## src/rtl/md_pkg.sv

```systemverilog
// Shared types for the multiply/divide sequencer.
// Optional build macro: MD_EARLY_OUT_EN (multiply early termination).
package md_pkg;

  typedef enum logic [1:0] {
    MD_MULT  = 2'b00,
    MD_MULTU = 2'b01,
    MD_DIV   = 2'b10,
    MD_DIVU  = 2'b11
  } md_op_t;

  typedef enum logic [1:0] {
    MD_IDLE  = 2'b00,
    MD_RUN   = 2'b01,
    MD_FIXUP = 2'b10
  } md_state_t;

  localparam int unsigned MD_ITERS = 32;

  function automatic logic md_is_div(input md_op_t op);
    return (op == MD_DIV) || (op == MD_DIVU);
  endfunction

  function automatic logic md_is_signed(input md_op_t op);
    return (op == MD_MULT) || (op == MD_DIV);
  endfunction

endpackage

```

## src/rtl/md_sequencer_step.sv

```systemverilog
// Single combinational iteration of the multiply/divide datapath.
// Multiply: acc = {partial_hi, product_lo_bits}; ctl_bit is the current
// multiplier LSB, opnd the multiplicand; add then shift right.
// Divide (restoring): acc = {remainder, quotient}; ctl_bit is the next
// dividend bit (MSB first), opnd the divisor.
module md_step #(
  parameter int unsigned W = 32
) (
  input  logic           is_div,
  input  logic [2*W-1:0] acc_in,
  input  logic [W-1:0]   opnd,
  input  logic           ctl_bit,
  output logic [2*W-1:0] acc_out
);

  logic [W:0] mul_addend;
  logic [W:0] mul_sum;
  logic [W:0] rem_shift;
  logic [W:0] rem_diff;

  // One shift-add or restoring-subtract step
  always_comb begin
    mul_addend = ctl_bit ? {1'b0, opnd} : '0;
    mul_sum    = {1'b0, acc_in[2*W-1:W]} + mul_addend;
    rem_shift  = {acc_in[2*W-1:W], ctl_bit};
    rem_diff   = rem_shift - {1'b0, opnd};
    acc_out    = {mul_sum, acc_in[W-1:1]};
    if (is_div) begin
      if (rem_shift >= {1'b0, opnd}) begin
        acc_out = {rem_diff[W-1:0], acc_in[W-2:0], 1'b1};
      end else begin
        acc_out = {rem_shift[W-1:0], acc_in[W-2:0], 1'b0};
      end
    end
  end

endmodule

```

## src/rtl/md_sequencer.sv

```systemverilog
// Multi-cycle multiply/divide controller owning the HI/LO pair.
// Optional build macro: MD_EARLY_OUT_EN -- multiply RUN ends as soon as the
// remaining multiplier bits are zero; the product is realigned in FIXUP.
module md_sequencer
  import md_pkg::*;
#(
  parameter int unsigned W     = 32,
  parameter int unsigned ITERS = MD_ITERS
) (
  input  logic         clk,
  input  logic         rst,
  input  logic         start_EX,
  input  logic [1:0]   op_EX,
  input  logic [W-1:0] a_EX,
  input  logic [W-1:0] b_EX,
  input  logic         rd_hilo_EX,
  input  logic         wr_hi_EX,
  input  logic         wr_lo_EX,
  input  logic [W-1:0] wdata_EX,
  output logic [W-1:0] hi,
  output logic [W-1:0] lo,
  output logic         busy,
  output logic         stall_FETCH,
  output logic         done,
  output logic         div_zero
);

  localparam int unsigned CW = $clog2(ITERS + 1);

  md_state_t      state, state_nxt;
  md_op_t         op_in, op_q;
  logic [W-1:0]   op_a, op_b;
  logic [2*W-1:0] acc, acc_step, prod_aligned, prod;
  logic [CW-1:0]  count;
  logic           neg_q, neg_r, b_zero;
  logic           in_signed, in_div, is_div_q, run_last;
  logic [W-1:0]   abs_a, abs_b, step_opnd, fix_hi, fix_lo;
  logic           step_bit;
`ifdef MD_EARLY_OUT_EN
  logic [CW-1:0]  shamt;
`endif

  assign op_in    = md_op_t'(op_EX);
  assign is_div_q = md_is_div(op_q);

  md_step #(.W(W)) u_step (
    .is_div  (is_div_q),
    .acc_in  (acc),
    .opnd    (step_opnd),
    .ctl_bit (step_bit),
    .acc_out (acc_step)
  );

  // Operand conditioning at start, step operand selection and termination
  always_comb begin
    in_signed = md_is_signed(op_in);
    in_div    = md_is_div(op_in);
    abs_a     = (in_signed && a_EX[W-1]) ? (~a_EX + 1'b1) : a_EX;
    abs_b     = (in_signed && b_EX[W-1]) ? (~b_EX + 1'b1) : b_EX;
    step_opnd = is_div_q ? op_b : op_a;
    step_bit  = is_div_q ? op_a[W-1] : op_b[0];
`ifdef MD_EARLY_OUT_EN
    run_last  = (count == CW'(ITERS - 1)) || (!is_div_q && (op_b == '0));
`else
    run_last  = (count == CW'(ITERS - 1));
`endif
  end

  // Sign fixup and HI/LO result selection
  always_comb begin
`ifdef MD_EARLY_OUT_EN
    // Early exit leaves the product scaled by 2^(ITERS-count); undo it here.
    shamt        = CW'(ITERS) - count;
    prod_aligned = acc >> shamt;
`else
    prod_aligned = acc;
`endif
    prod   = neg_q ? (~prod_aligned + 1'b1) : prod_aligned;
    fix_hi = prod[2*W-1:W];
    fix_lo = prod[W-1:0];
    if (b_zero) begin
      fix_hi = neg_r ? (~op_a + 1'b1) : op_a;
      fix_lo = '1;
    end else if (is_div_q) begin
      fix_lo = neg_q ? (~acc[W-1:0] + 1'b1) : acc[W-1:0];
      fix_hi = neg_r ? (~acc[2*W-1:W] + 1'b1) : acc[2*W-1:W];
    end
  end

  // Next-state logic and status outputs
  always_comb begin
    state_nxt   = state;
    busy        = (state != MD_IDLE);
    stall_FETCH = busy & (start_EX | rd_hilo_EX | wr_hi_EX | wr_lo_EX);
    case (state)
      MD_IDLE: begin
        if (start_EX) begin
          state_nxt = (in_div && (b_EX == '0)) ? MD_FIXUP : MD_RUN;
        end
      end
      MD_RUN: begin
        if (run_last) state_nxt = MD_FIXUP;
      end
      MD_FIXUP: state_nxt = MD_IDLE;
      default:  state_nxt = MD_IDLE;
    endcase
  end

  // State register
  always_ff @(posedge clk or negedge rst) begin
    if (!rst) state <= MD_IDLE;
    else      state <= state_nxt;
  end

  // Datapath registers, HI/LO and completion pulses
  always_ff @(posedge clk or negedge rst) begin
    if (!rst) begin
      op_q     <= MD_MULT;
      op_a     <= '0;
      op_b     <= '0;
      acc      <= '0;
      count    <= '0;
      neg_q    <= 1'b0;
      neg_r    <= 1'b0;
      b_zero   <= 1'b0;
      hi       <= '0;
      lo       <= '0;
      done     <= 1'b0;
      div_zero <= 1'b0;
    end else begin
      done     <= 1'b0;
      div_zero <= 1'b0;
      case (state)
        MD_IDLE: begin
          if (wr_hi_EX) hi <= wdata_EX;
          if (wr_lo_EX) lo <= wdata_EX;
          if (start_EX) begin
            op_q   <= op_in;
            op_a   <= abs_a;
            op_b   <= abs_b;
            neg_q  <= in_signed & (a_EX[W-1] ^ b_EX[W-1]);
            neg_r  <= (op_in == MD_DIV) & a_EX[W-1];
            b_zero <= in_div & (b_EX == '0);
            acc    <= '0;
            count  <= '0;
          end
        end
        MD_RUN: begin
          acc   <= acc_step;
          count <= count + 1'b1;
          if (is_div_q) op_a <= op_a << 1;
          else          op_b <= op_b >> 1;
        end
        MD_FIXUP: begin
          hi       <= fix_hi;
          lo       <= fix_lo;
          done     <= 1'b1;
          div_zero <= b_zero;
        end
        default: ;
      endcase
    end
  end

endmodule
```

## config.mk

```make
export PLATFORM = sky130hd
export DESIGN_NAME = md_sequencer
export DESIGN_NICKNAME = d
export VERILOG_FILES = /design/src/rtl/md_pkg.sv /design/src/rtl/md_sequencer_step.sv /design/src/rtl/md_sequencer.sv
export SDC_FILE = /design/constraint.sdc
export NUM_CORES = 1
export LEC_CHECK = 0
export ABC_AREA = 1
export ABC_CLOCK_PERIOD_IN_PS = 3750
export CAP_MARGIN = 30
export CORE_MARGIN = 2
export CORE_UTILIZATION = 35
export CTS_CLUSTER_DIAMETER = 120
export CTS_CLUSTER_SIZE = 24
export DETAILED_ROUTE_END_ITERATION = 8
export GPL_TIMING_DRIVEN = 1
export PLACE_DENSITY = 0.55
export SLEW_MARGIN = 20
export SYNTH_ARGS = -nofsm -noshare
export SYNTH_HDL_FRONTEND = slang
export SYNTH_SLANG_ARGS = --single-unit
```

## constraint.sdc

```tcl
create_clock -name clk -period 3.75 [get_ports clk]
set_clock_uncertainty 0.15 [all_clocks]
set_input_delay 1.125 -clock clk [delete_from_list [all_inputs] [get_ports clk]]
set_output_delay 1.125 -clock clk [all_outputs]
set_load 0.005 [all_outputs]
```

### Word-level counts from Yosys, hierarchy flattened

Cells that the tools add are included.

* output and inout port bits: 68
* logic and storage cells: 104
* flip-flop bits (word level): 207
* input port bits: 104

* mux-type cells: 35
* bitwise gates (word level): 14
* order comparisons: 1
* eq/ne operators: 13
* reduce and logical (&&, ||, !) cells: 19
* add/sub/neg operators: 9

Operators with widths (count)
* $mux W32: 17
* $mux W64: 4
* $pmux W32 S2: 4
* $add A32 B1 Y32 const B: 5
* $not A32 Y32: 5
* $pmux W64 S2: 1
* $add A64 B1 Y64 const B: 1
* $not A64 Y64: 1
* $add A32 B32 Y33: 1
* $ge A33 B32 Y1: 1
* $logic_not A32 Y1: 1
* $sub A32 B32 Y32: 1
* $ne A2 B2 Y1 const B: 6
* $pmux W6 S2: 1
* $eq A2 B2 Y1 const B: 5
* $reduce_and A2 Y1: 5
* $add A6 B1 Y6 const B: 1
* $eq A6 B5 Y1 const B: 1
* $mux W2: 3
* $mux W6: 1
* $reduce_and A3 Y1: 2
* $reduce_bool A2 Y1: 3
* $and A1 B1 Y1: 4
* $logic_not A2 Y1: 2
* other kinds (7): 15

### Longest topological paths before layout

Gate-level depths: netlist (run 1).

* depth after elaboration: 7
* gate-level depth with buffers: 23

### Hierarchy

From an unflattened synthesis (run 1), not the netlist that was laid out.

* cell total of the unflattened synthesis: 3446
* area total of the unflattened synthesis: 20594.8 µm²

By module, submodules not included
* md_sequencer: cells each 2171, sequential area each 5154.9 µm², times used 1, area an instance 14421.3 µm²
* md_step: cells each 1275, sequential area each 0.0 µm², times used 1, area an instance 6173.4 µm²

### Worst setup path before layout (run 1)

OpenSTA, ideal clock, no wires.

* kind: register to register
* start: register op_q[1]
* end: register acc[61]
* path buffers: 3
* library setup time: 0.116 ns
* arrival: 2.963 ns
* path slack: 0.520 ns
* stages on the path, launching flop included: 24
* required time: 3.484 ns
* cells stage by stage: dfrtp_1 -> buf_2 -> clkbuf_1 -> buf_2 -> nand2_1 -> o21ai_0 -> ha_1 -> ha_1 -> inv_1 -> fa_1 -> inv_1 -> nand3_1 -> nand2_1 -> a21oi_1 -> o21bai_1 -> nand2_1 -> nand2_1 -> nand2_1 -> nand2_1 -> nand2_1 -> nand3_1 -> nand2_1 -> nand2_1 -> nand2_1

* word-level cells in the longest chain between the ends: 7
* elaborated cells between the ends (all ways): 12

RTL lines
* from (decl): RTL line md_sequencer.sv:31 `md_op_t op_in, op_q;`
* from (signal assigned): RTL line md_sequencer.sv:138 `op_q <= op_in;`
* $eq A2 B2 Y1: RTL line md_pkg.sv:21 `return (op == MD_DIV) || (op == MD_DIVU);`
* $logic_or A1 B1 Y1 (*): RTL line md_pkg.sv:21
* $mux W32 or $mux W1 (tied branches): RTL line md_sequencer.sv:60, md_sequencer.sv:61
* $mux W32, or another cell as far along: RTL line md_sequencer_step.sv:23 `mul_addend = ctl_bit ? {1'b0, opnd} : '0;`
* $add A32 B32 Y33 or $mux W64 (tied branches): RTL line md_sequencer_step.sv:24, md_sequencer_step.sv:29
* $mux W64 (*): RTL line md_sequencer_step.sv:28 `if (is_div) begin`
* $pmux W64 S2 (*): RTL line md_sequencer.sv:133 `case (state)`
* to (signal assigned): RTL line md_sequencer.sv:149 `acc <= acc_step;`
* to (decl): RTL line md_sequencer.sv:33 `logic [2*W-1:0] acc, acc_step, prod_aligned, prod;`

Mark *: on every way between the ends. The rest lies on a longest branch, timed or not.
A chain may end at the register's enable or synchronous reset.

### Worst setup path after layout (run 1)

* start: input wr_lo_EX
* end: output stall_FETCH

* word-level cells in the longest chain between the ends: 2

RTL lines
* from (decl): RTL line md_sequencer.sv:18 `input logic wr_lo_EX,`
* $or A1 B1 Y1: RTL line md_sequencer.sv:94 `stall_FETCH = busy & (start_EX | rd_hilo_EX | wr_hi_EX | wr_lo_EX);`
* $and A1 B1 Y1: RTL line md_sequencer.sv:94
* to (decl): RTL line md_sequencer.sv:23 `output logic stall_FETCH,`

Every way passes these cells.

==> results of run 1 <==
## power groups by stage
stage	clock network (mW)	logic, mW	registers, mW
2_1_floorplan	0	10.6	3.79
3_3_place_gp	0	17.7	4.21
3_5_place_dp	0	17.6	4.22
4_1_cts	1.83	17.7	4.18
5_1_grt	1.89	19.7	4.28
6_report	1.80	17.9	4.21
## per-layer routing
metal | routed length [microns] | track usage [%] | vias to the layer above
li1 | - | - | 10580
met1 | 38980 | 42.10 | 10470
met2 | 39280 | 49.11 | 831
met3 | 4668 | 2.427 | 162
met4 | 5144 | 15.57 | 2
met5 | 13 | 0 | -
## repair_timing
item	CTS	global route
endpoints found under the hold margin	0	0
resized for setup	0	5
setup endpoints to repair	0	9
buffers inserted	0	1
## logic make-up (layout without fill, tap and decap cells)
family,after synthesis,count (layout)
xor gates and xnor gates,91,91
adders and majority gates,73,73
buffers and inverters,424,651
AOI/OAI and AO/OA,738,738
DFF,206,206
and+or+nand+nor,1501,1501
## synthesized netlist by cell type (10+ instances only)
library cell and instances:
nand2_1 791, o21bai_1 11, ha_1 71, o211ai_1 27, dfrtp_1 206, a31oi_1 38, buf_1 15, o21ai_1 28
nand3_1 215, nand4_1 32, nor2_1 373, o221ai_1 40, a21oi_1 256, xor2_1 59, inv_1 295, o21ai_0 265
clkbuf_1 74, buf_2 24, xnor2_1 32, o21ai_2 13, nor3_1 31, o22ai_1 14, nand3b_1 10
## worst min-delay path: stages, from the launching register on
cell	delay [ns]
dfrtp_1	0.36
nand2_1	0.06
nand2_1	0.06
## stage by stage
| stage | instances | setup slack (ns) | hold WS [ns] | utilization [%] | cell area (sq um) |
|---|---|---|---|---|---|
| 2_1_floorplan | 3033 | 0.5203 | 0.2989 | - | 19020 |
| 3_3_place_gp | 3934 | 0.1149 | 0.3142 | 41.52 | 22340 |
| 3_5_place_dp | 3934 | 0.1355 | 0.3162 | 41.52 | 22340 |
| 4_1_cts | 3955 | 0.1387 | 0.3415 | 42.39 | 22810 |
| 5_1_grt | 3956 | 0.03575 | 0.3581 | 42.43 | 22840 |
| 6_report | 3956 | 0.1520 | 0.3465 | 42.43 | 22840 |
## flip-flops by register name, indices dropped and copies added, names as in the netlist, 2 cells and up
signal  cells
acc        64
count       6
hi         32
lo         32
op_a       32
op_b       32
state       2
## final cells by class
cell class | instances | share of cell area (%)
multi-input combinational | 2403 | 53.62
sequential | 206 | 22.59
timing repair buffer | 324 | 12.87
inverter | 306 | 5.030
tap | 696 | 3.813
clock buffer | 16 | 1.660
clock inverter | 5 | 0.4109
## path summary, 6_finish.rpt
| kind | from | endpoint | depth (start not counted) |
|---|---|---|---|
| hold reg to reg | op_b[16] | op_b[16] | 2 |
| setup / recovery | wr_lo_EX | stall_FETCH | 4 |
| max in group asynchronous | rst | op_a[20] | 2 |
| min in group asynchronous | rst | acc[9] | 1 |
| hold / removal | op_b[16] | op_b[16] | 2 |
| setup reg to reg | op_q[1] | acc[56] | 15 |
==> run metrics, run 1 <==
Gate power share=74.9%; Ys Warns=0; die area=56,230 sq um; XOR/XNOR share of the synthesized area=4.190%; top-area cell type share of the netlist area=27.10%; total CTS buffers=14; Seq. cell area=5159 sq um; fin. max-slew vios=0; final setup violation count=0; Yosys cell types=59; adder-cell share of the synthesized area=4.880%; Starting Density=35.35%; vias in the first global route=21,280; TNS Setup=0 ns; Total GRT Usage=30.82%; htree depth=1; filler cell count=5,769; core area=53,810 sq um; Max Root-Sink Buffers=3; Critical Path End Type=output pin; Num Clock Sinks=206; via count=22,040; Async SR Flop Fraction=100.0%; first-pass GRT wire length=132,500 microns; ys flop type=dfrtp_1; commonest cells after routing, fill and taps aside=nand2_1 (791), nor2_1 (370), inv_1 (295), o21ai_0 (264), a21oi_1 (253); mux cell area share after synthesis=0%; RSZ-0062 raised after global routing=false; Root Buffer=clkbuf_16; largest family of logic cells by synthesized area=simple AND/OR/NAND/NOR gates; EDFF count, synth=0; CP Class=input port to output pin; Slew HR=30.08%; power share of the clock group=7.5%; run status=complete, no violations; Mapped Area=19,020 sq um; largest fanout on the critical path=2; startpoint class of the critical path=input port; Area contributors post-synth=dfrtp_1 (27%), nand2_1 (16%), nor2_1 (7.4%); Hold Fails Final Rpt=0; Synth Net Count=3,210; Placer Congestion=1.032; post-synthesis compound-gate area fraction=22.09%; Pwr Total=23.95 mW; I/O Pins=172; Diodes inserted=0; wire per inst=22.27 microns; post-route ant nets=0; Slowest Stage Delay on Critical Path=0.51 ns; Residual DRC=0; HP Class=flop to flop; Crit path required time=2.47 ns; post-synthesis sequential area ratio=27.10%; slowest stage cell, crit path=clkdlybuf4s50_1; P&R area growth vs syn=20.04%; final WL=88,090 microns; area of the multi-input gates=12,250 sq um; syn avg cell area=6.272 sq um; commonest non-fill, non-tap cell in the layout=nand2_1; FMAX=0.2779 GHz; PD cells=1049 nW/um^2; R2R setup slack=0.19 ns; crit path time final=3.598 ns; switching pwr=13.73 mW; max_cap viols=0; register bit total from synthesis=206; Synth Area in Simple Gates=33.02%; crit-path cells=clkdlybuf4s50_1 -> inv_1 -> a21oi_1 -> clkdlybuf4s50_1; Buf/Inv on CP=3; Max VDD drop=0.4392 mV; Internal Pwr Total=10.23 mW; DRT Pass-1 Iters=5; layout cells sized above 1=7.546%; final net count=3,432; Critical Path Most Common Cell=clkdlybuf4s50_1; CP delay by family, top=buffers and inverters; Worst-path clk slew=0.10 ns; CTS tree=done; vias per inst=5.572; initial antenna violation count=1; CTS hold repair buffers=0; switching share of power=57.31%; DIE WIDTH=237.1 microns; Port Buffer Count=171; post-synth top area cell=dfrtp_1; Skew-Pair Late Insertion Delay=0.54 ns; largest net degree at the start of global routing=70; Tcrit/Tclk final=95.95%; LEAKAGE=10.57 nW; hpwl dp=71,150 microns; Row Count=85; Die H=237.1 microns; total gr overflow=0; Iteration-0 DRC Markers=2,023; sequential share of power=17.6%; Worst-Margin Slew=1.038 ns; CP Data Arrival Time=2.32 ns; cells after synthesis=3,033
Power figures use the tool's default switching activity.
==> run 2: changes to the inputs <==
--- a/config.mk
+++ b/config.mk
@@ -6,7 +6,7 @@
 export NUM_CORES = 1
 export LEC_CHECK = 0
 export ABC_AREA = 1
-export ABC_CLOCK_PERIOD_IN_PS = 3750
+export ABC_CLOCK_PERIOD_IN_PS = 3100
 export CAP_MARGIN = 30
 export CORE_MARGIN = 2
 export CORE_UTILIZATION = 35
@@ -14,8 +14,8 @@
 export CTS_CLUSTER_SIZE = 24
 export DETAILED_ROUTE_END_ITERATION = 8
 export GPL_TIMING_DRIVEN = 1
-export PLACE_DENSITY = 0.55
-export SLEW_MARGIN = 20
+export PLACE_DENSITY = 0.57
+export SLEW_MARGIN = 10
 export SYNTH_ARGS = -nofsm -noshare
 export SYNTH_HDL_FRONTEND = slang
 export SYNTH_SLANG_ARGS = --single-unit
==> constraint.sdc (replaced) <==
create_clock -name clk -period 3.1 [get_ports clk]
set_clock_uncertainty 0.15 [all_clocks]
set_input_delay 0.93 -clock clk [delete_from_list [all_inputs] [get_ports clk]]
set_output_delay 0.93 -clock clk [all_outputs]
set_load 0.005 [all_outputs]
==> run metrics, run 2 (synthesis results as in run 1) <==
vias per inst=5.506 (was 5.572); power share of the clock group=6.0% (was 7.5%); die area=56,230 sq um (unchanged); max_cap viols=0 (unchanged); Skew-Pair Late Insertion Delay=0.53 ns (was 0.54 ns); Total GRT Usage=30.85% (was 30.82%); run status=finished with violations (was complete, no violations); placed cells=4,184 (was 3,934); fin. max-slew vios=0 (unchanged); CTS tree=done (unchanged); I/O Pins=172 (unchanged); commonest cells after routing, fill and taps aside=nand2_1 (752), buf_4 (406), nor2_1 (345), inv_1 (289), o21ai_0 (228) (was nand2_1 (791), nor2_1 (370), inv_1 (295), o21ai_0 (264), a21oi_1 (253)); core area=53,810 sq um (unchanged); largest net degree at the start of global routing=68 (was 70); Port Buffer Count=171 (unchanged); layout cells sized above 1=20.41% (was 7.546%); final setup violation count=10 (was 0); Residual DRC=0 (unchanged); total CTS buffers=14 (unchanged); Placer Congestion=1.032 (about the same); Iteration-0 DRC Markers=2,181 (was 2,023); Max VDD drop=0.4615 mV (was 0.4392 mV); final WL=90,450 microns (was 88,090 microns); PD cells=1321 nW/um^2 (was 1049 nW/um^2); Slew HR=51.15% (was 30.08%); Internal Pwr Total=16.29 mW (was 10.23 mW); startpoint class of the critical path=flop (was input port); TNS Setup=-0.5058 ns (was 0 ns); HP Class=input port to async pin (was flop to flop); register with the most flip-flops=acc (unchanged); initial antenna violation count=0 (was 1); Num Clock Sinks=206 (unchanged); switching pwr=18.42 mW (was 13.73 mW); CTS hold repair buffers=0 (unchanged); commonest non-fill, non-tap cell in the layout=nand2_1 (unchanged); switching share of power=53.06% (was 57.31%); first-pass GRT wire length=133,600 microns (was 132,500 microns); sequential share of power=14.2% (was 17.6%); Tcrit/Tclk final=103.5%; Pwr Total=34.71 mW (was 23.95 mW); Die H=237.1 microns (unchanged); Worst-path clk slew=0.10 ns (about the same); Hold Fails Final Rpt=0 (unchanged); FF-to-FF End=acc[45] (was acc[56]); final net count=3,720 (was 3,432); DRT Pass-1 Iters=8 (was 5); LEAKAGE=12.20 nW (was 10.57 nW); Max Root-Sink Buffers=3 (unchanged); Worst R2R Path Depth=20 (was 15); Finished Layout Cells=4,244 (was 3,956); via count=23,370 (was 22,040); failing checks=setup timing; total gr overflow=0 (unchanged); wire per inst=21.31 microns (was 22.27 microns); R2R setup slack=-0.11 ns (was 0.19 ns); largest fanout on the critical path=8 (was 2); Starting Density=35.35% (unchanged); P&R area growth vs syn=38.09% (was 20.04%); crit path time final=3.208 ns; crit path from=op_q[1] (was wr_lo_EX); FMAX=0.3117 GHz; vias in the first global route=22,100 (was 21,280); hpwl dp=72,430 microns (was 71,150 microns); Crit path required time=3.39 ns (was 2.47 ns); CP Class=flop to flop (was input port to output pin); htree depth=1 (unchanged); Row Count=85 (unchanged); Gate power share=79.7% (was 74.9%); setup ws final=-0.1079 ns (was 0.1520 ns); reg2reg start=op_q[1] (unchanged); post-route ant nets=0 (unchanged); Worst-Margin Slew=0.7327 ns (was 1.038 ns); DIE WIDTH=237.1 microns (unchanged); Diodes inserted=0 (unchanged); Root Buffer=clkbuf_16 (unchanged); Critical Path End Type=flop (was output pin); CP Data Arrival Time=3.50 ns (was 2.32 ns); max reg flops=64 (unchanged); RSZ-0062 raised after global routing=true (was false)
## run 2: cell count changes in the layout (fill, tap and decap cells not counted), sizes merged
cell / previous run / this run
buf: 152 / 437
bufinv: 1 / 0
clkbuf: 18 / 20
clkdlybuf4s50: 170 / 168
clkinvlp: 0 / 1
dlygate4sd2: 0 / 2
nand2: 800 / 801
## run 2: timing repair
item                       in CTS  in global routing
resized for setup              72                217
pin swaps                      10                 34
buffers inserted                8                 24
setup endpoints to repair      34                 35
cloned                          0                  7
## run 2: how the worst max path moves through the flow
| stage | to | cells after the start |
|---|---|---|
| after global routing | acc[61] | 23 |
| after detailed placement | acc[61] | 21 |
| after CTS | acc[46] | 16 |
| after global placement | acc[61] | 21 |
| final | acc[45] | 20 |
| after floorplan | acc[61] | 22 |
## run 2: area by class of cell
class,count,area [sq um]
tap,696,870.8
sequential,206,5156
inverter,306,1151
timing repair buffer,611,5346
clock buffer,16,389.1
fill,5492,27550
clock inverter,5,65.06
multi-input combinational,2404,13290
## run 2: power groups by stage
stage / clock network [mW] / registers (mW) / logic [mW]
finish: 2.09 / 4.94 / 27.7
global route: 2.20 / 5.03 / 29.8
CTS: 2.12 / 4.85 / 25.1
detailed placement: 0 / 4.89 / 24.5
global placement: 0 / 4.85 / 24.4
floorplan: 0 / 4.59 / 12.8
## run 2: metal layers
| metal | wire length, microns | vias to the layer above | track usage [%] | part of all wire [%] |
|---|---|---|---|---|
| li1 | - | 11170 | - | - |
| met3 | 5906 | 180 | 2.938 | 6.5 |
| met5 | 0 | - | 0 | 0 |
| met2 | 40790 | 990 | 50.30 | 45 |
| met4 | 5063 | 0 | 14.64 | 5.6 |
| met1 | 38690 | 11030 | 41.24 | 43 |
## run 2: worst max-delay path, cell delays in order, from the launching register on
cell      delay [ns]
dfrtp_2         0.44
buf_12          0.15
buf_12          0.13
buf_6           0.12
o21ai_4         0.15
ha_4            0.16
ha_4            0.13
inv_2           0.04
fa_2            0.36
inv_2           0.07
nand3_2         0.06
nand2_2         0.10
a21oi_2         0.07
o21bai_1        0.16
buf_4           0.20
nand2_4         0.07
nand2_4         0.09
buf_4           0.12
xor2_2          0.20
a22oi_1         0.08
o21ai_0         0.08
## run 2: stage by stage
| stage | hold slack, ns | instance area, sq um | util [%] | setup slack, ns |
|---|---|---|---|---|
| 2_1_floorplan | 0.2989 | 19030 | - | 0.009072 |
| 3_3_place_gp | 0.3136 | 24360 | 45.27 | -0.1964 |
| 3_5_place_dp | 0.3177 | 24360 | 45.27 | -0.2773 |
| 4_1_cts | 0.1744 | 25110 | 46.65 | -0.01560 |
| 5_1_grt | 0.1916 | 26270 | 48.81 | -0.2400 |
| 6_report | 0.1690 | 26270 | 48.81 | -0.1079 |
